$ cat config.mk
export PLATFORM = sky130hd
export DESIGN_NAME = comb_gen_fsm
export DESIGN_NICKNAME = d
export VERILOG_FILES = /design/src/rtl/comb_pkg.sv /design/src/rtl/comb_odometer.sv /design/src/rtl/comb_gen_fsm.sv
export SDC_FILE = /design/constraint.sdc
export NUM_CORES = 1
export LEC_CHECK = 0
export CORE_ASPECT_RATIO = 1.2
export CORE_MARGIN = 2
export CORE_UTILIZATION = 30
export CTS_CLUSTER_DIAMETER = 120
export DETAILED_ROUTE_END_ITERATION = 6
export GPL_TIMING_DRIVEN = 0
export SYNTH_ARGS = -nofsm -noshare
export SYNTH_HDL_FRONTEND = slang
export SYNTH_SLANG_ARGS = --single-unit
$ cat constraint.sdc
create_clock -name clock -period 2.5 [get_ports clock]
set_input_delay 0.375 -clock clock [delete_from_list [all_inputs] [get_ports clock]]
set_output_delay 0.375 -clock clock [all_outputs]
set_load 0.03 [all_outputs]
$ cat src/rtl/comb_pkg.sv
// Shared constants, state encoding and small helpers for the combination generator.
// Hit counts and hit indices share one packing: layer L occupies bits [3L+2:3L].
package comb_pkg;

    localparam int NLAYER           = 5;
    localparam int HIT_IDX_W        = 3;
    localparam int NHITS_W          = NLAYER * HIT_IDX_W;
    localparam int CNT_W            = 16;
    localparam int MIN_LAYERS       = 4;
    localparam int MAX_COMB_DEFAULT = 64;

    typedef enum logic [1:0] {
        ST_IDLE   = 2'd0,
        ST_EMIT   = 2'd1,
        ST_EE_OUT = 2'd2
    } state_e;

    // Number of layers carrying at least one hit.
    function automatic int populated_layers(input logic [NHITS_W-1:0] nhits);
        int n;
        n = 0;
        for (int l = 0; l < NLAYER; l++) begin
            if (nhits[l*HIT_IDX_W +: HIT_IDX_W] != '0) begin
                n++;
            end
        end
        return n;
    endfunction

    // One bit per layer, set when that layer has a nonzero count.
    function automatic logic [NLAYER-1:0] hitmap_of(input logic [NHITS_W-1:0] nhits);
        logic [NLAYER-1:0] m;
        m = '0;
        for (int l = 0; l < NLAYER; l++) begin
            m[l] = (nhits[l*HIT_IDX_W +: HIT_IDX_W] != '0);
        end
        return m;
    endfunction

    function automatic logic [CNT_W-1:0] sat_inc(input logic [CNT_W-1:0] v);
        return (v == {CNT_W{1'b1}}) ? v : v + 1'b1;
    endfunction

endpackage

$ cat src/rtl/comb_odometer.sv
// Mixed-radix hit-index counter: layer 0 turns fastest, empty layers stay at 0
// and pass the carry straight through.
module comb_odometer
    import comb_pkg::*;
(
    input  logic               clk_i,
    input  logic               rst_ni,
    input  logic [NHITS_W-1:0] counts_i,
    input  logic               advance_i,
    input  logic               clear_i,
    output logic [NHITS_W-1:0] idx_o,
    output logic               last_o
);

    // A layer is "at top" when it holds its final index (or has no hits at all).
    logic [NLAYER-1:0] at_top;

    genvar gi;
    generate
        for (gi = 0; gi < NLAYER; gi++) begin : g_layer
            logic [HIT_IDX_W-1:0] cnt;
            logic [HIT_IDX_W-1:0] idx_q;
            logic [HIT_IDX_W-1:0] idx_d;
            logic                 carry_in;

            assign cnt         = counts_i[gi*HIT_IDX_W +: HIT_IDX_W];
            assign at_top[gi]  = (cnt == '0) || (idx_q == cnt - 1'b1);

            if (gi == 0) begin : g_first
                assign carry_in = advance_i;
            end else begin : g_rest
                assign carry_in = advance_i && (&at_top[gi-1:0]);
            end

            always_comb begin
                idx_d = idx_q;
                if (clear_i) begin
                    idx_d = '0;
                end else if (carry_in && cnt != '0) begin
                    idx_d = at_top[gi] ? '0 : idx_q + 1'b1;
                end
            end

            always_ff @(posedge clk_i or negedge rst_ni) begin
                if (!rst_ni) begin
                    idx_q <= '0;
                end else begin
                    idx_q <= idx_d;
                end
            end

            assign idx_o[gi*HIT_IDX_W +: HIT_IDX_W] = idx_q;
        end
    endgenerate

    assign last_o = &at_top;

endmodule

$ cat src/rtl/comb_gen_fsm.sv
// Pops roads from a FWFT FIFO and expands each into its hit combinations, one
// word per unstalled cycle; end-event markers pass through as a single word.
module comb_gen_fsm
    import comb_pkg::*;
#(
    parameter int ROAD_W   = 21,
    parameter int MAX_COMB = MAX_COMB_DEFAULT
) (
    input  logic               clock,
    input  logic               reset,
    input  logic               road_empty,
    input  logic [ROAD_W-1:0]  road_id,
    input  logic [NHITS_W-1:0] road_nhits,
    input  logic               road_ee,
    output logic               road_re,
    input  logic               fifo_comb_hfull,
    output logic               fifo_comb_we,
    output logic [ROAD_W-1:0]  comb_road_id,
    output logic [NHITS_W-1:0] comb_hit_idx,
    output logic [NLAYER-1:0]  comb_hitmap,
    output logic               comb_ee,
    output logic               comb_valid,
    output logic [CNT_W-1:0]   drop_cnt,
    output logic [CNT_W-1:0]   trunc_cnt
);

    localparam logic [CNT_W-1:0] MAX_COMB_C = MAX_COMB[CNT_W-1:0];

    state_e             state_q, state_d;
    logic [ROAD_W-1:0]  road_id_q, road_id_d;
    logic [NHITS_W-1:0] nhits_q, nhits_d;
    logic [CNT_W-1:0]   comb_cnt_q, comb_cnt_d;
    logic [CNT_W-1:0]   drop_q, drop_d;
    logic [CNT_W-1:0]   trunc_q, trunc_d;

    logic               pop;
    logic               write;
    logic               odo_clear;
    logic               odo_advance;
    logic               odo_last;
    logic [NHITS_W-1:0] odo_idx;

    // Reset gates the strobes directly so nothing is popped while held in reset.
    assign pop         = (state_q == ST_IDLE) && !road_empty && !fifo_comb_hfull && reset;
    assign write       = (state_q != ST_IDLE) && !fifo_comb_hfull && reset;
    assign odo_advance = write && (state_q == ST_EMIT);

    comb_odometer u_odometer (
        .clk_i     (clock),
        .rst_ni    (reset),
        .counts_i  (nhits_q),
        .advance_i (odo_advance),
        .clear_i   (odo_clear),
        .idx_o     (odo_idx),
        .last_o    (odo_last)
    );

    always_ff @(posedge clock or negedge reset) begin
        if (!reset) begin
            state_q    <= ST_IDLE;
            road_id_q  <= '0;
            nhits_q    <= '0;
            comb_cnt_q <= '0;
            drop_q     <= '0;
            trunc_q    <= '0;
        end else begin
            state_q    <= state_d;
            road_id_q  <= road_id_d;
            nhits_q    <= nhits_d;
            comb_cnt_q <= comb_cnt_d;
            drop_q     <= drop_d;
            trunc_q    <= trunc_d;
        end
    end

    always_comb begin
        state_d    = state_q;
        road_id_d  = road_id_q;
        nhits_d    = nhits_q;
        comb_cnt_d = comb_cnt_q;
        drop_d     = drop_q;
        trunc_d    = trunc_q;
        odo_clear  = 1'b0;
        unique case (state_q)
            ST_IDLE: begin
                if (pop) begin
                    road_id_d = road_id;
                    nhits_d   = road_nhits;
                    if (road_ee) begin
                        state_d = ST_EE_OUT;
                    end else if (populated_layers(road_nhits) >= MIN_LAYERS) begin
                        state_d    = ST_EMIT;
                        odo_clear  = 1'b1;
                        comb_cnt_d = '0;
                    end else begin
                        drop_d = sat_inc(drop_q);
                    end
                end
            end
            ST_EMIT: begin
                if (write) begin
                    comb_cnt_d = comb_cnt_q + 1'b1;
                    // Finishing the road naturally wins over the cap, so an
                    // exact-cap road is not a truncation.
                    if (odo_last) begin
                        state_d = ST_IDLE;
                    end else if (comb_cnt_q + 1'b1 == MAX_COMB_C) begin
                        trunc_d = sat_inc(trunc_q);
                        state_d = ST_IDLE;
                    end
                end
            end
            ST_EE_OUT: begin
                if (write) begin
                    state_d = ST_IDLE;
                end
            end
            default: state_d = ST_IDLE;
        endcase
    end

    always_comb begin
        road_re      = pop;
        fifo_comb_we = write;
        comb_road_id = '0;
        comb_hit_idx = '0;
        comb_hitmap  = '0;
        comb_ee      = 1'b0;
        comb_valid   = 1'b0;
        unique case (state_q)
            ST_EMIT: begin
                comb_road_id = road_id_q;
                comb_hit_idx = odo_idx;
                comb_hitmap  = hitmap_of(nhits_q);
                comb_valid   = 1'b1;
            end
            ST_EE_OUT: begin
                comb_ee    = 1'b1;
                comb_valid = 1'b1;
            end
            default: ;
        endcase
    end

    assign drop_cnt  = drop_q;
    assign trunc_cnt = trunc_q;

endmodule

Yosys cells after proc, flatten, opt, wreduce, memory -nomap -nowiden

Index checks and enable logic that the tools add are counted.

Memories kept: 0
Register bits after elaboration: 101
RAM bits: 0
Input bits: 41
Memory bits (read-only): 0
Latch bits: 0

$add $sub $neg: 17
$mul: 0
Bitwise logic cells: 5
Div/mod/pow operators: 0
Mux-type cells: 57
Equality and inequality tests: 17
Reductions and logical operators: 55
Shift operators: 0
$lt $le $gt $ge: 1

Operator list:

| kind                                                 | count |
|---|---|
| 2-to-1 mux 32 bit                                    | 19 |
| adder 32 x 2 -> 32 bit, second input constant        | 4 |
| 2-to-1 mux 16 bit                                    | 4 |
| adder 16 x 1 -> 16 bit, second input constant        | 3 |
| 2-to-1 mux 3 bit                                     | 15 |
| == test 16 bit, second input constant                | 2 |
| >= comparator 32 x 4 -> 1 bit, second input constant | 1 |
| one-hot mux 16 bit (2 select lines)                  | 1 |
| nonzero test 3 bit                                   | 10 |
| AND reduction 5 bit                                  | 5 |
| 2-to-1 mux 21 bit                                    | 1 |
| == test 16 x 7 -> 1 bit, second input constant       | 1 |
| adder 3 x 1 -> 3 bit, second input constant          | 5 |
| == test 3 bit                                        | 5 |
| logical AND 1 bit                                    | 15 |
| zero test 3 bit                                      | 5 |
| 2-to-1 mux 15 bit                                    | 1 |
| subtractor 3 x 1 -> 3 bit, second input constant     | 5 |
| 2-to-1 mux 2 bit                                     | 7 |
| nonzero test 2 bit                                   | 7 |
| != test 2 bit, second input constant                 | 4 |
| 2-to-1 mux 1 bit                                     | 7 |
| != test 3 x 2 -> 1 bit, second input constant        | 2 |
| one-hot mux 2 bit (3 select lines)                   | 1 |
| 12 further kinds                                     | 22 |

Depth between registers and ports, before layout

Gate-level depths: netlist of run 1.

Depth after elaboration: 32
Mapped depth: 17

By module

A second synthesis of run 1 with hierarchy kept.

Cell total of the unflattened synthesis: 620
Area total of the unflattened synthesis: 5987.0 µm²

Modules (own cells, without submodules):

| module        | area each (µm²) | instances | sequential area each (µm²) | cells each |
|---|---|---|---|---|
| comb_gen_fsm  | 4689.5          | 1         | 2152.1                     | 472 |
| comb_odometer | 1297.5          | 1         | 375.4                      | 148 |

Worst setup path after synthesis of run 1

OpenSTA, ideal clock, no wires.

Kind: input to register
Start: input road_nhits[4]
End: register drop_q[1] (netlist: drop_cnt[1])
Path slack: -674 ps
Setup time: 125 ps
Arrival time: 3049 ps
Required time: 2375 ps
Stages: 14
Cell sequence: nor3_1 ha_1 xnor2_1 ha_1 nand2_1 o21ai_0 ha_1 o31ai_1 xnor2_1 mux2i_1 and3_1 clkbuf_1 nand2_1 mux2_2

Word-level cells in the longest chain between the ends: 23

RTL lines:

| element                                  | RTL line           | source |
|---|---|---|
| start, declared                          | comb_gen_fsm.sv:13 | `input logic [NHITS_W-1:0] road_nhits,` |
| nonzero test 3 bit (*)                   | comb_pkg.sv:23     | `if (nhits[l*HIT_IDX_W +: HIT_IDX_W] != '0) begin` |
| 2-to-1 mux 32 bit (*)                    | comb_pkg.sv:23     |  |
| 2-to-1 mux 32 bit (*)                    | comb_gen_fsm.sv:89 | `if (road_ee) begin` |
| 2-to-1 mux 32 bit (*)                    | comb_gen_fsm.sv:86 | `if (pop) begin` |
| 2-to-1 mux 32 bit (*)                    | comb_gen_fsm.sv:84 | `unique case (state_q)` |
| adder 32 x 2 -> 32 bit                   | comb_pkg.sv:24     | `n++;` |
| 2-to-1 mux 32 bit (*)                    | comb_pkg.sv:23     |  |
| 2-to-1 mux 32 bit (*)                    | comb_gen_fsm.sv:89 |  |
| [... 7 more ...]                         | -                  |  |
| adder 32 x 2 -> 32 bit                   | comb_pkg.sv:24     |  |
| 2-to-1 mux 32 bit (*)                    | comb_pkg.sv:23     |  |
| 2-to-1 mux 32 bit (*)                    | comb_gen_fsm.sv:89 |  |
| 2-to-1 mux 32 bit (*)                    | comb_gen_fsm.sv:86 |  |
| 2-to-1 mux 32 bit (*)                    | comb_gen_fsm.sv:84 |  |
| >= comparator 32 x 4 -> 1 bit (*)        | comb_gen_fsm.sv:91 | `end else if (populated_layers(road_nhits) >= MIN_LAYERS) begin` |
| inverter 1 bit (no source line) (*)      | -                  |  |
| AND reduction 5 bit (no source line) (*) | -                  |  |
| end signal, assigned                     | comb_gen_fsm.sv:71 | `drop_q <= drop_d;` |
| end, declared                            | comb_gen_fsm.sv:33 | `logic [CNT_W-1:0] drop_q, drop_d;` |

Every way passes the cells marked *; elsewhere a longest branch is shown, timed or not. The select of a mux whose other input is x is not followed.
A chain may end at the register's enable or synchronous reset.

Worst setup path in the final report of run 1

Start: input road_nhits[3]
End: register comb_cnt_q[7]

Word-level cells in the longest chain between the ends: 23

RTL lines:

| element                                     | RTL line           | source |
|---|---|---|
| nonzero test 3 bit (*)                      | comb_pkg.sv:23     |  |
| 2-to-1 mux 32 bit (*)                       | comb_pkg.sv:23     |  |
| 2-to-1 mux 32 bit (*)                       | comb_gen_fsm.sv:89 |  |
| 2-to-1 mux 32 bit (*)                       | comb_gen_fsm.sv:86 |  |
| 2-to-1 mux 32 bit (*)                       | comb_gen_fsm.sv:84 |  |
| adder 32 x 2 -> 32 bit                      | comb_pkg.sv:24     |  |
| 2-to-1 mux 32 bit (*)                       | comb_pkg.sv:23     |  |
| 2-to-1 mux 32 bit (*)                       | comb_gen_fsm.sv:89 |  |
| [... 7 more ...]                            | -                  |  |
| adder 32 x 2 -> 32 bit                      | comb_pkg.sv:24     |  |
| 2-to-1 mux 32 bit (*)                       | comb_pkg.sv:23     |  |
| 2-to-1 mux 32 bit (*)                       | comb_gen_fsm.sv:89 |  |
| 2-to-1 mux 32 bit (*)                       | comb_gen_fsm.sv:86 |  |
| 2-to-1 mux 32 bit (*)                       | comb_gen_fsm.sv:84 |  |
| >= comparator 32 x 4 -> 1 bit (*)           | comb_gen_fsm.sv:91 |  |
| != test 2 x 1 -> 1 bit (no source line) (*) | -                  |  |
| AND reduction 5 bit (no source line) (*)    | -                  |  |
| end signal, assigned                        | comb_gen_fsm.sv:70 | `comb_cnt_q <= comb_cnt_d;` |
| end, declared                               | comb_gen_fsm.sv:32 | `logic [CNT_W-1:0] comb_cnt_q, comb_cnt_d;` |

Marked as above.

==> results of run 1 <==
==> final cells by class <==
class | instances | area, µm² | area share
clock inverters | 7 | 97.6 | 0.0113
well taps | 256 | 320 | 0.0371
clock buffers | 9 | 225 | 0.0261
inverters | 27 | 101 | 0.0117
multi-input cells | 460 | 3630 | 0.421
repair buffers | 158 | 1570 | 0.181
flip-flops and latches | 101 | 2530 | 0.293
plain buffers | 27 | 168 | 0.0194
==> power breakdown <==
part           total [mW]  internal, mW  leakage, nW  switching, mW
registers            2.25          2.00         1.33          0.246
logic                3.16          1.44         2.23           1.72
clock network        1.56         0.886        0.158          0.679
total                6.97          4.33         3.72           2.64
==> path summary, 6_finish.rpt <==
| check | endpoint | slack (ns) | depth (start not counted) |
|---|---|---|---|
| setup / recovery | comb_cnt_q[7] | -0.42 | 15 |
| hold / removal | trunc_cnt[3] | 0.05 | 3 |
| setup reg to reg | trunc_cnt[1] | -0.17 | 9 |
| hold reg to reg | trunc_cnt[4] | 0.49 | 1 |
| max in group asynchronous | comb_cnt_q[1] | 2.20 | 2 |
| min in group clock | nhits_q[3] | 0.24 | 3 |
==> state kept, by name, indices dropped and copies added (netlist names) <==
signal / count
drop_cnt: 16
comb_cnt_q: 16
trunc_cnt: 16
state_q: 2
u_odometer.g_layer.idx_q: 15
road_id_q: 21
nhits_q: 15
==> through the flow <==
step	power, mW	worst slack [ns]	setup TNS, ns	std cells
floorplan	4.11	-0.434	-12.03	616
global placement	4.97	-4.91	-755.37	989
detailed placement	5.01	-1.42	-96.35	990
CTS	7.00	-0.361	-12.12	1042
global route	7.48	-0.542	-24.40	1045
finish	6.97	-0.421	-14.79	1045
==> Yosys cell counts, types with 2 or more instances <==
master | count | area [µm²]
dfrtp_1 | 101 | 2530
nor2_1 | 52 | 195
nand2_1 | 46 | 173
and2_1 | 43 | 269
o21ai_0 | 34 | 170
inv_1 | 27 | 101
xnor2_1 | 27 | 236
a21oi_1 | 26 | 130
ha_1 | 25 | 313
mux2_2 | 25 | 282
xor2_1 | 24 | 210
nand3_1 | 20 | 100
clkbuf_1 | 16 | 60.1
and3_1 | 15 | 93.8
nor3_1 | 14 | 70.1
nand4_1 | 13 | 81.3
a31oi_1 | 7 | 43.8
nor2_2 | 7 | 43.8
o31ai_1 | 7 | 52.6
or3_1 | 7 | 43.8
buf_2 | 6 | 30.0
nor2b_1 | 5 | 31.3
o21ai_1 | 5 | 25.0
and4_1 | 4 | 35.0
nand3b_1 | 4 | 30.0
nor4_1 | 4 | 25.0
a211oi_1 | 3 | 22.5
mux2i_1 | 3 | 30.0
nand2b_1 | 3 | 18.8
nor3b_1 | 3 | 22.5
a221oi_1 | 2 | 17.5
a22o_1 | 2 | 17.5
and4b_1 | 2 | 20.0
buf_1 | 2 | 7.51
buf_6 | 2 | 22.5
clkbuf_2 | 2 | 10.0
nand4_2 | 2 | 25.0
o41ai_1 | 2 | 17.5
==> cell families after synthesis <==
kind of cell	synth area share
buffers and inverters	0.0396
AND/OR/NAND/NOR	0.240
multiplexers	0.0553
adder cells (fa/ha/maj)	0.0536
flip-flops	0.433
AO/OA/AOI/OAI	0.102
XOR/XNOR	0.0765
==> routing by layer <==
metal,wire (µm),GRT usage,share of wire,up-vias
li1,-,-,-,2479
met1,7080,0.207,0.43,2435
met2,8010,0.279,0.49,106
met3,875,0.0373,0.054,27
met4,370,0.0694,0.023,0
met5,0,0,0,-
==> critical path: stages <==
cell and delay, ns:
buf_6 0.10, nor3_4 0.22, buf_4 0.15, ha_4 0.21, xnor2_4 0.14, ha_4 0.31
nand2_4 0.05, buf_4 0.13, buf_4 0.12, or4_4 0.55, and3_4 0.21, or2_4 0.24
buf_6 0.14, o21ai_2 0.11, o41ai_2 0.08
==> what timing repair did <==
item	CTS	global route
setup buffers	30	3
endpoints found under the hold margin	39	0
pin swaps	49	12
gates resized for setup	235	64
hold buffers	3	0
setup endpoints to repair	133	105
cloned	4	0
==> placed cells by master (no fill, tap or decap), types with 5 or more instances in the layout <==
cell type	synthesis	final
dfrtp_1	101	100
clkdlybuf4s50_1	0	64
and2_1	43	42
nand2_1	46	42
nor2_1	52	39
o21ai_0	34	28
buf_4	0	27
xor2_1	24	24
mux2_2	25	24
inv_1	27	22
clkdlybuf4s15_2	0	20
clkbuf_2	2	19
xnor2_1	27	19
buf_6	2	16
a21oi_1	26	15
nand3_1	20	14
ha_1	25	14
nand4_1	13	13
and3_1	15	13
nor3_1	14	12
nor2_2	7	11
a21oi_2	0	11
buf_2	6	10
clkbuf_1	16	9
nor2_4	0	9
clkbuf_16	0	9
or3_1	7	6
o21ai_1	5	6
xnor2_2	0	6
buf_12	0	6
ha_4	0	6
inv_2	0	5
nor2b_1	5	5
a31oi_1	7	5
o31ai_1	7	5
ha_2	0	5
==> results.py, run 1 <==
metrics = {
    "synth": {
        "syn-num-nets": 682,
        "synth_area_per_cell_um2": 9.48,
        "synth_ff_type": "dfrtp_1",
        "synth-edff-count": 0,
        "syn_area_um2": 5840,
        "ys_types": 62,
        "ys_ff_latch": 101,
        "yosys_warnings": 0,
        "ys_seq_area_frac": 0.433,
        "ys_async_sr_fraction": 1.00,
        "syn_inst": 616,
    },
    "drt": {
        "postRouteAntennaNets": 0,
        "drc_errors": 0,
        "routedWlPerCell_um": 15.6,
        "wl_mm": 16.3,
        "vias": 5047,
        "dr.pass1.iters": 4,
        "drt-initial-drc-count": 163,
        "via_per_inst": 4.83,
    },
    "setup_path": {
        "crit_arrival_ns": 3.15,
        "path_class": "input pin to flop",
        "end_kind": "flop",
        "crit_path_start_kind": "input pin",
        "timing.rr.start": "comb_cnt_q[0]",
        "required_ns": 2.73,
        "crit_path_start": "road_nhits[3]",
        "critical_path.max_fanout": 5,
    },
    "sta": {
        "slew_violations": 0,
        "rsz0062_at_grt": "yes",
        "final-hold-violation-count": 0,
        "max_slew.worst_pin.slew_ns": 0.807,
        "min_period_ns": 2.92,
        "setup_slack_ns": -0.421,
        "fin_crit_sh": 1.17,
        "fmax_mhz": 342,
        "slew_headroom": 0.458,
        "finalClockSkew_ns": 0.00984,
        "worst_hold_slack_ns": 0.0539,
        "setup_violations": 63,
    },
    "global_routing": {
        "grt_pass1_wl_mm": 27.3,
        "grt_max_degree": 40,
        "track_usage": 0.166,
        "grt_overflow_total": 0,
        "antenna_found_initial": 0,
        "grt_pass1_vias": 5236,
    },
    "floorplanning": {
        "die_w_um": 131,
        "rows": 55,
        "ioPinCount": 118,
        "core_um2": 19000,
        "start_util": 0.307,
        "die-area_um2": 20600,
        "die_h_um": 157,
    },
    "cts": {
        "htree_levels": 3,
        "numCtsBuffers": 9,
        "cts_tree": "yes",
        "cts.sinks": 101,
        "clk_pin_slew_ns": 0.07,
        "cts_root_buf": "clkbuf_16",
        "cts_buffer_depth": 2,
        "clock_latency_ns": 0.36,
    },
    "place": {
        "dp_hpwl_mm": 11.0,
        "dpl_cell_area_um2": 7480,
        "gp_congestion": 0.818,
        "numPortBuffers": 117,
    },
    "power_and_ir_drop": {
        "p_leak_nw": 3.72,
        "power_density_nw_per_um2": 807,
        "ir_drop_mv": 0.391,
    },
    "cells_and_area": {
        "diodes": 0,
        "fillers": 1852,
        "drive_gt1_frac": 0.312,
        "syn2layout_area_growth_pct": 48.0,
        "fin_area_um2": 8640,
        "layout.nets": 850,
        "post-route-util": 0.455,
    },
    "job": {
        "maxCapViolCount": 0,
    },
    "worst_hold_path": {
        "hp-class": "input pin to async pin",
    },
    "run_status": {
        "status": "finished, violations left",
        "violations": "negative setup slack",
    },
}
No activity file was read; power rests on OpenSTA's default activity.
==> run 2, diff against run 1 <==
Settings changed: CAP_MARGIN set to 30.
==> results of run 2 <==
No change in the layout: final DEF, timing and power equal those of run 1.
==> run 3, diff against run 2 <==
Settings changed: CAP_MARGIN 30 to not set, CORE_MARGIN 2 to not set.
==> results.py, run 3 (synthesized netlist as in run 1, its figures left out) <==
metrics = {
    "setup_path": {
        "timing.rr.start": "state_q[0]",
        "r2r_cells": 9,
        "timing.rr.end": "u_odometer.g_layer[3].idx_q[2]",
        "r2r_slack_ns": -0.08,
        "critical_path.max_fanout": 5,
        "crit_path_start_kind": "input pin",
        "required_ns": 2.74,
        "crit_arrival_ns": 3.26,
        "path_class": "input pin to flop",
        "end_kind": "flop",
    },
    "cts": {
        "htree_levels": 3,
        "clk_pin_slew_ns": 0.07,
        "cts.sinks": 101,
        "cts_buffer_depth": 2,
        "clock_latency_ns": 0.35,
        "numCtsBuffers": 9,
        "cts_tree": "yes",
        "cts_root_buf": "clkbuf_16",
    },
    "cells_and_area": {
        "diodes": 0,
        "regMostFlops": "road_id_q",
        "syn2layout_area_growth_pct": 45.1,
        "fin_area_um2": 8480,
        "layout.nets": 844,
        "final_common_cell": "dfrtp_1",
        "drive_gt1_frac": 0.295,
        "largest_reg_flops": 21,
        "mostFrequentLayoutCells": "99 x dfrtp_1, 64 x clkdlybuf4s50_1, 45 x nand2_1, 42 x and2_1, 40 x nor2_1",
    },
    "power_and_ir_drop": {
        "switching_share": 0.384,
        "power_density_nw_per_um2": 812,
        "power.switching_mw": 2.64,
        "ir_drop_mv": 0.561,
        "p_int_mw": 4.24,
        "combPwrFrac": 0.476,
        "p_leak_nw": 3.68,
        "finalPower_mw": 6.88,
        "seq_power_share": 0.327,
        "power.share.clock": 0.197,
    },
    "sta": {
        "worst_hold_slack_ns": 0.0708,
        "slew_headroom": 0.376,
        "finalClockSkew_ns": 0.00880,
        "max_slew.worst_pin.slew_ns": 0.925,
        "setup_violations": 50,
        "min_period_ns": 3.02,
        "final-hold-violation-count": 0,
        "fmax_mhz": 331,
        "setup_slack_ns": -0.525,
        "fin_crit_sh": 1.21,
        "rsz0062_at_grt": "yes",
        "slew_violations": 0,
    },
    "global_routing": {
        "grt_pass1_wl_mm": 26.1,
        "grt_pass1_vias": 5096,
        "grt_overflow_total": 0,
        "track_usage": 0.167,
        "antenna_found_initial": 0,
        "grt_max_degree": 43,
    },
    "place": {
        "dp_hpwl_mm": 11.1,
        "pre_cts_slack_ns": -1.39,
        "numPortBuffers": 117,
        "dpl_cell_area_um2": 7480,
        "gp_congestion": 0.836,
    },
    "worst_hold_path": {
        "hp-class": "input pin to async pin",
    },
    "drt": {
        "vias": 5072,
        "drc_errors": 0,
        "drt-initial-drc-count": 169,
        "routedWlPerCell_um": 15.3,
        "dr.pass1.iters": 4,
        "wl_mm": 15.9,
        "via_per_inst": 4.89,
        "postRouteAntennaNets": 0,
    },
    "floorplanning": {
        "die_w_um": 129,
        "start_util": 0.307,
        "core_um2": 19000,
        "die-area_um2": 20000,
        "rows": 55,
        "ioPinCount": 118,
        "die_h_um": 155,
    },
    "job": {
        "maxCapViolCount": 0,
    },
    "run_status": {
        "status": "finished, violations left",
        "violations": "negative setup slack",
    },
}
==> run 3: power groups by stage <==
stage          clock network, mW  registers (mW)  logic [mW]
5_1_grt                     1.45            2.30        3.59
2_1_floorplan                  0            2.22        1.88
3_3_place_gp                   0            2.26        2.70
4_1_cts                     1.39            2.24        3.10
3_5_place_dp                   0            2.27        2.73
6_report                    1.35            2.25        3.28
==> run 3: how the worst max path moves through the flow <==
stage                   from            end
5_1_grt        road_nhits[0]   drop_cnt[15]
3_5_place_dp   road_nhits[2]   drop_cnt[12]
2_1_floorplan  road_nhits[5]    drop_cnt[1]
3_3_place_gp           reset        road_re
6_report       road_nhits[7]    drop_cnt[1]
4_1_cts        road_nhits[1]  comb_cnt_q[7]
==> run 3: per-layer routing <==
metal / track usage / vias to the layer above / routed length, µm
met4: 0.0599 / 0 / 271
met5: 0 / - / 0
met1: 0.208 / 2477 / 6900
li1: - / 2461 / -
met3: 0.0408 / 17 / 835
met2: 0.277 / 117 / 7870
==> run 3: critical path, stage by stage <==
cell	delay (ns)
dlygate4sd2_1	0.30
or3_4	0.36
nor2_1	0.11
a31oi_1	0.06
ha_1	0.33
nand2_1	0.07
o21ai_1	0.08
ha_2	0.20
o31ai_4	0.08
xnor2_2	0.24
mux2i_4	0.32
and3_4	0.22
buf_8	0.12
nand2_4	0.06
mux2_4	0.32
==> run 3: metrics by stage <==
stage,instances,utilization,TNS [ns]
floorplan,616,-,-12.03
global placement,989,0.393,-763.45
detailed placement,990,0.394,-95.82
CTS,1027,0.436,-19.59
global route,1038,0.446,-28.04
finish,1038,0.446,-18.71
==> run 3: layout make-up <==
type                    count  area, µm²
repair buffers            152       1470
well taps                 256        320
clock buffers              10        239
multi-input cells         460       3610
plain buffers              27        171
flip-flops and latches    101       2530
fillers                  1876      10500
clock inverters             5       35.0
inverters                  27        101
==> run 3: repair_timing <==
item / in CTS / in global routing
gates resized for setup: 197 / 90
setup endpoints to repair: 131 / 106
pin swaps: 37 / 32
buffers inserted: 18 / 10
cloned: 2 / 1
hold buffers: 3 / 0
endpoints found under the hold margin: 42 / 0
==> RTL edit 1 (flow settings as in run 2) <==
Encoding of `state_e`: now one-hot (3 bits for 3 states).
--- a/src/rtl/comb_pkg.sv
+++ b/src/rtl/comb_pkg.sv
@@ -9,10 +9,10 @@
     localparam int MIN_LAYERS       = 4;
     localparam int MAX_COMB_DEFAULT = 64;
 
-    typedef enum logic [1:0] {
-        ST_IDLE   = 2'd0,
-        ST_EMIT   = 2'd1,
-        ST_EE_OUT = 2'd2
+    typedef enum logic [2:0] {
+        ST_IDLE   = 3'b001,
+        ST_EMIT   = 3'b010,
+        ST_EE_OUT = 3'b100
     } state_e;
 
     // Number of layers carrying at least one hit.
Behaviour: no difference found for any inputs over 4 cycles, from zero or initial values and one cycle with reset low; so few cycles prove little.
==> RTL edit 1 against run 2 <==
  * The run still ends with setup timing left
  * Total power decreased by 5.4%
  * Final area rose by 1.8%
  * Fmax rose by 3.3%
  * Worst setup slack better by 0.093 ns
  * Sequential cell count rose by 1
  * Sequential share of layout area decreased by 0.11 points
  * Wire length is 0.70% lower
  * Area after synthesis shrank 3.0%
  * Critical path type unchanged
  * Largest cell class unchanged
==> RTL edit 1: results (changes against run 2) <==
drt:
  drtIter0Drc: 223  # +37%
  via_per_inst: 4.94  # +2.3%
  firstDrtPassIters: 5  # +1
  route.met2.wl_um: 8320  # +3.9%
  drt-met1-wl_um: 6800  # -4.0%
  wirelength_um: 16200  # -0.70%
critical_path:
  cpPeakStageDelay_ns: 0.49  # -0.06 ns
  cp_slowest_cell: "or3_4"
  crit_path_end: "comb_cnt_q[13]$_DFFE_PN0P_"
  r2r_slack_ns: -0.20  # -0.03 ns
  r2r_start: "comb_cnt_q[6]$_DFFE_PN0P_"
  r2r_cells: 8  # -1
pwr:
  ir_worst_vdd_v: 0.000518  # +33%
  comb_power_share: 0.432  # -0.021
  leakage_uw: 0.00399  # +7.3%
  p_int_uw: 4160  # -3.9%
floorplan:
  die_w_um: 129  # -1.5%
sta:
  setup_ws_ns: -0.328  # +0.0925 ns
  timing.hold.ws_ns: 0.00365  # -0.0503 ns
  setup_viol: 65  # +3.2%
  slew_headroom: 0.604  # +0.146
  skew_ns: 0.0104  # +0.000580 ns
  setup_tns_ns: -14.12  # +0.672 ns
cells_and_area:
  fillers: 1790  # -3.3%
  top_register: "road_id_q"
  num-nets-final: 828  # -2.6%
place:
  hpwlAfterDp_um: 10600  # -3.9%
status:
  status: "complete, but fails checks"
  failed_checks: "setup timing"
logic_synthesis:
  synth-seq-area-share: 0.451  # +0.0179
  ys_types: 57  # -8.1%
  syn_nets: 649  # -4.8%
grt:
  grt_max_degree: 47  # +18%
  met3_usage: 0.0356  # -0.00163
  grtUsageMet2: 0.278  # -0.00100
  grt_pass1_vias: 5007  # -4.4%
  grt_pass1_wl_um: 25400  # -6.8%
  grt_use_total: 0.161  # -0.00534
  grt_util_met1: 0.199  # -0.00830
[RTL edit 1: cell count changes after synthesis, sizes merged, moves of 6 or more]
cell	before	now
nor2	59	46
nand3	20	31
and3	15	5
nor3	15	25
and2	44	37
a21oi	26	20
buf	10	4
[RTL edit 1: area by class of cell]
| type | instances | share of cell area |
|---|---|---|
| tap | 256 | 0.0364 |
| sequential | 102 | 0.292 |
| inverter | 30 | 0.0129 |
| clock buffer | 11 | 0.0287 |
| timing repair buffer | 173 | 0.194 |
| buffer | 14 | 0.0124 |
| multi-input combinational | 435 | 0.419 |
| clock inverter | 5 | 0.00555 |
[RTL edit 1: logic make-up after synthesis]
group | share of synthesized area
buffers and inverters | 0.0373
AO/OA/AOI/OAI | 0.0912
XOR/XNOR | 0.0773
AND/OR/NAND/NOR | 0.241
multiplexers | 0.0537
flip-flops | 0.451
adder cells (fa/ha/maj) | 0.0486
[RTL edit 1: through the flow]
| stage | cell area [um^2] | power (uW) | setup WS (ns) | cells |
|---|---|---|---|---|
| finish | 8790 | 6600 | -0.328 | 1026 |
| global route | 8790 | 7050 | -0.419 | 1026 |
| detailed placement | 7330 | 4580 | -1.37 | 960 |
| floorplan | 5820 | 3840 | -0.480 | 586 |
| global placement | 7310 | 4550 | -5.30 | 959 |
| CTS | 8410 | 6290 | -0.425 | 1011 |
[RTL edit 1: repair_timing]
| action | 4_1_cts | 5_1_grt |
|---|---|---|
| hold buffers | 2 | 0 |
| pin swaps | 57 | 37 |
| endpoints found under the hold margin | 46 | 0 |
| gates resized for setup | 202 | 83 |
| cloned | 4 | 2 |
| setup buffers | 33 | 17 |
| setup endpoints to repair | 142 | 99 |
==> RTL edit 2 (settings of run 2) <==
Made on the original files. `ROAD_W`: 21 -> 42.
--- a/src/rtl/comb_gen_fsm.sv
+++ b/src/rtl/comb_gen_fsm.sv
@@ -3,7 +3,7 @@
 module comb_gen_fsm
     import comb_pkg::*;
 #(
-    parameter int ROAD_W   = 21,
+    parameter int ROAD_W   = 42,
     parameter int MAX_COMB = MAX_COMB_DEFAULT
 ) (
     input  logic               clock,
Interface: changed (resized comb_road_id and road_id); port bits go from 118 to 160. No check against the original RTL was run, so the function may have changed too.
==> RTL edit 2 against run 2 <==
  * The run still ends with setup timing left
  * Total power increased by 39%
  * Non-clock buffer count increased by 68
  * Critical path depth increased by 3
  * Highest routed layer unchanged
  * Clock power increased by 59%
  * Wire length increased by 23%
  * Count of clock-buffer cells in the layout increased by 15
  * Worst setup slack improved by 0.068 ns
  * Final area increased by 25%
  * Area after synthesis increased by 15%
  * Sequential cell count increased by 21
==> RTL edit 2: results (changes against run 2) <==
status:
  status: "complete, but fails checks"
  failed_checks: "setup timing"
cts:
  insertion_delay_ns: 0.42  # +0.06 ns
  ctsHtreeMaxLevel: 4  # +1
  cts_buffers: 17  # +8
  clkTransAtPathRegs_ns: 0.06
  clock_path_buffers: 2  # unchanged
drt:
  vias: 6302  # +25%
  firstDrtPassIters: 4  # unchanged
  wl_per_cell_um: 15.5  # -1.1%
  drtIter0Drc: 291  # +79%
logic_synthesis:
  ys_types: 58  # -6.5%
  syn_nets: 861  # +26%
  synth_compound_area_frac: 0.0854  # -0.0171
  synthTopCellsByCount: "188 x nand2_1, 122 x dfrtp_1, 59 x and2_1, 40 x nor2_1, 32 x inv_1"
  synth_xor_area_frac: 0.0638  # -0.0127
  synthAdderAreaFrac: 0.0465  # -0.00707
  synth_mux_area_frac: 0.0158  # -0.0395
  yosys-top-cells-area: "dfrtp_1 45%, nand2_1 10%, and2_1 5.5%"
  synth-seq-area-share: 0.454  # +0.0210
critical_path:
  crit_path_max_fanout: 4  # -1
  r2r_start: "state_q[0]$_DFFE_PN0P_"
  cp-startpoint: "road_nhits[5]"
  critPathKind: "primary input to flip-flop"
  crit_family: "compound AO/OA/AOI/OAI gates"
  cpPeakStageDelay_ns: 0.31  # -0.24 ns
  crit_path_end: "comb_cnt_q[0]$_DFFE_PN0P_"
  cp_slowest_cell: "mux2_4"
  cp.arrival_ns: 3.14  # about the same
  r2r_slack_ns: -0.23  # -0.06 ns
  r2r_cells: 9  # unchanged
cells_and_area:
  largest_register_ffs: 42  # +100%
  layout-drive-gt1-share: 0.300  # -0.0117
  diodes: 0  # unchanged
  num-nets-final: 1099  # +29%
  fillers: 2060  # +11%
place:
  port_buffers: 159  # +36%
  hpwlAfterDp_um: 13400  # +22%
  gp_congestion: 0.796  # -2.7%
pwr:
  ir_worst_vdd_v: 0.000486  # +24%
  p_int_uw: 6070  # +40%
  leakage_uw: 0.00501  # +35%
sta:
  skew_ns: 0.0102  # +0.000312 ns
  setup_tns_ns: -14.27  # +0.519 ns
  setup_ws_ns: -0.352  # +0.0684 ns
  tightestPinTransition_ns: 0.857  # +0.0499 ns
  setup_viol: 62  # -1.6%
grt:
  grt_pass1_wl_um: 31500  # +15%
  grt_max_degree: 53  # +33%
  grt_pass1_vias: 6163  # +18%
  antenna_found_initial: 0  # unchanged
  grt_use_total: 0.166  # -0.000581
RTL edit 2: worst min-delay path by stage:
stage / cells after the start / slack, ns / start / endpoint
global placement: 2 / 0.45 / road_id_q[0]$_DFFE_PN0P_ / road_id_q[0]$_DFFE_PN0P_
CTS: 3 / 0.03 / reset / drop_cnt[3]$_DFFE_PN0P_
finish: 3 / 0.02 / reset / drop_cnt[3]$_DFFE_PN0P_
global route: 3 / 0.04 / reset / drop_cnt[2]$_DFFE_PN0P_
floorplan: 0 / 0.08 / reset / comb_cnt_q[0]$_DFFE_PN0P_
detailed placement: 1 / 0.37 / reset / drop_cnt[0]$_DFFE_PN0P_
RTL edit 2: metal layers:
metal  vias up  share of wire  global-route usage  wire (um)
met1      3006           0.43               0.203       8590
met2       168           0.50               0.281      10000
met3        37          0.051              0.0435       1030
met5         -              0                   0          0
li1       3091              -                   -          -
met4         0          0.025              0.0596        513
RTL edit 2: per-stage QoR:
| stage | instances | hold WS [ns] | setup WS [ns] | instance area, um^2 |
|---|---|---|---|---|
| 6_report | 1302 | 0.0190 | -0.352 | 10800 |
| 2_1_floorplan | 774 | 0.0794 | -0.463 | 6940 |
| 5_1_grt | 1302 | 0.0383 | -0.493 | 10800 |
| 3_5_place_dp | 1213 | 0.367 | -1.41 | 8910 |
| 3_3_place_gp | 1212 | 0.450 | -5.67 | 8880 |
| 4_1_cts | 1270 | 0.0319 | -0.368 | 10200 |
RTL edit 2: power by group through the flow:
stage	Clock, uW	Combinational [uW]	Sequential [uW]
final	2480	4350	2850
after global routing	2610	4760	2930
after CTS	2530	3680	2830
after detailed placement	0	3430	2860
after global placement	0	3380	2850
after floorplan	0	2270	2810
RTL edit 2: timing repair:
item,in CTS,in global routing
cloned,3,2
gates resized for setup,283,138
hold buffers,3,0
pin swaps,27,58
endpoints found under the hold margin,52,0
buffers inserted,24,37
setup endpoints to repair,186,127
RTL edit 2: layout make-up:
cell class | count | area [um^2] | share of cell area
timing repair buffer | 226 | 2240 | 0.207
buffer | 27 | 186 | 0.0172
multi-input combinational | 585 | 4280 | 0.395
clock inverter | 6 | 87.6 | 0.00808
inverter | 33 | 131 | 0.0121
sequential | 122 | 3060 | 0.282
tap | 279 | 349 | 0.0322
clock buffer | 24 | 502 | 0.0463
RTL edit 2: cells by family (layout without fill, tap and decap cells):
kind of cell	after synthesis	in the layout
buf+inv	67	316
mux	10	10
fa+ha+maj	25	25
xor+xnor	49	49
simple gates	406	406
flops	122	122
compound gates	95	95
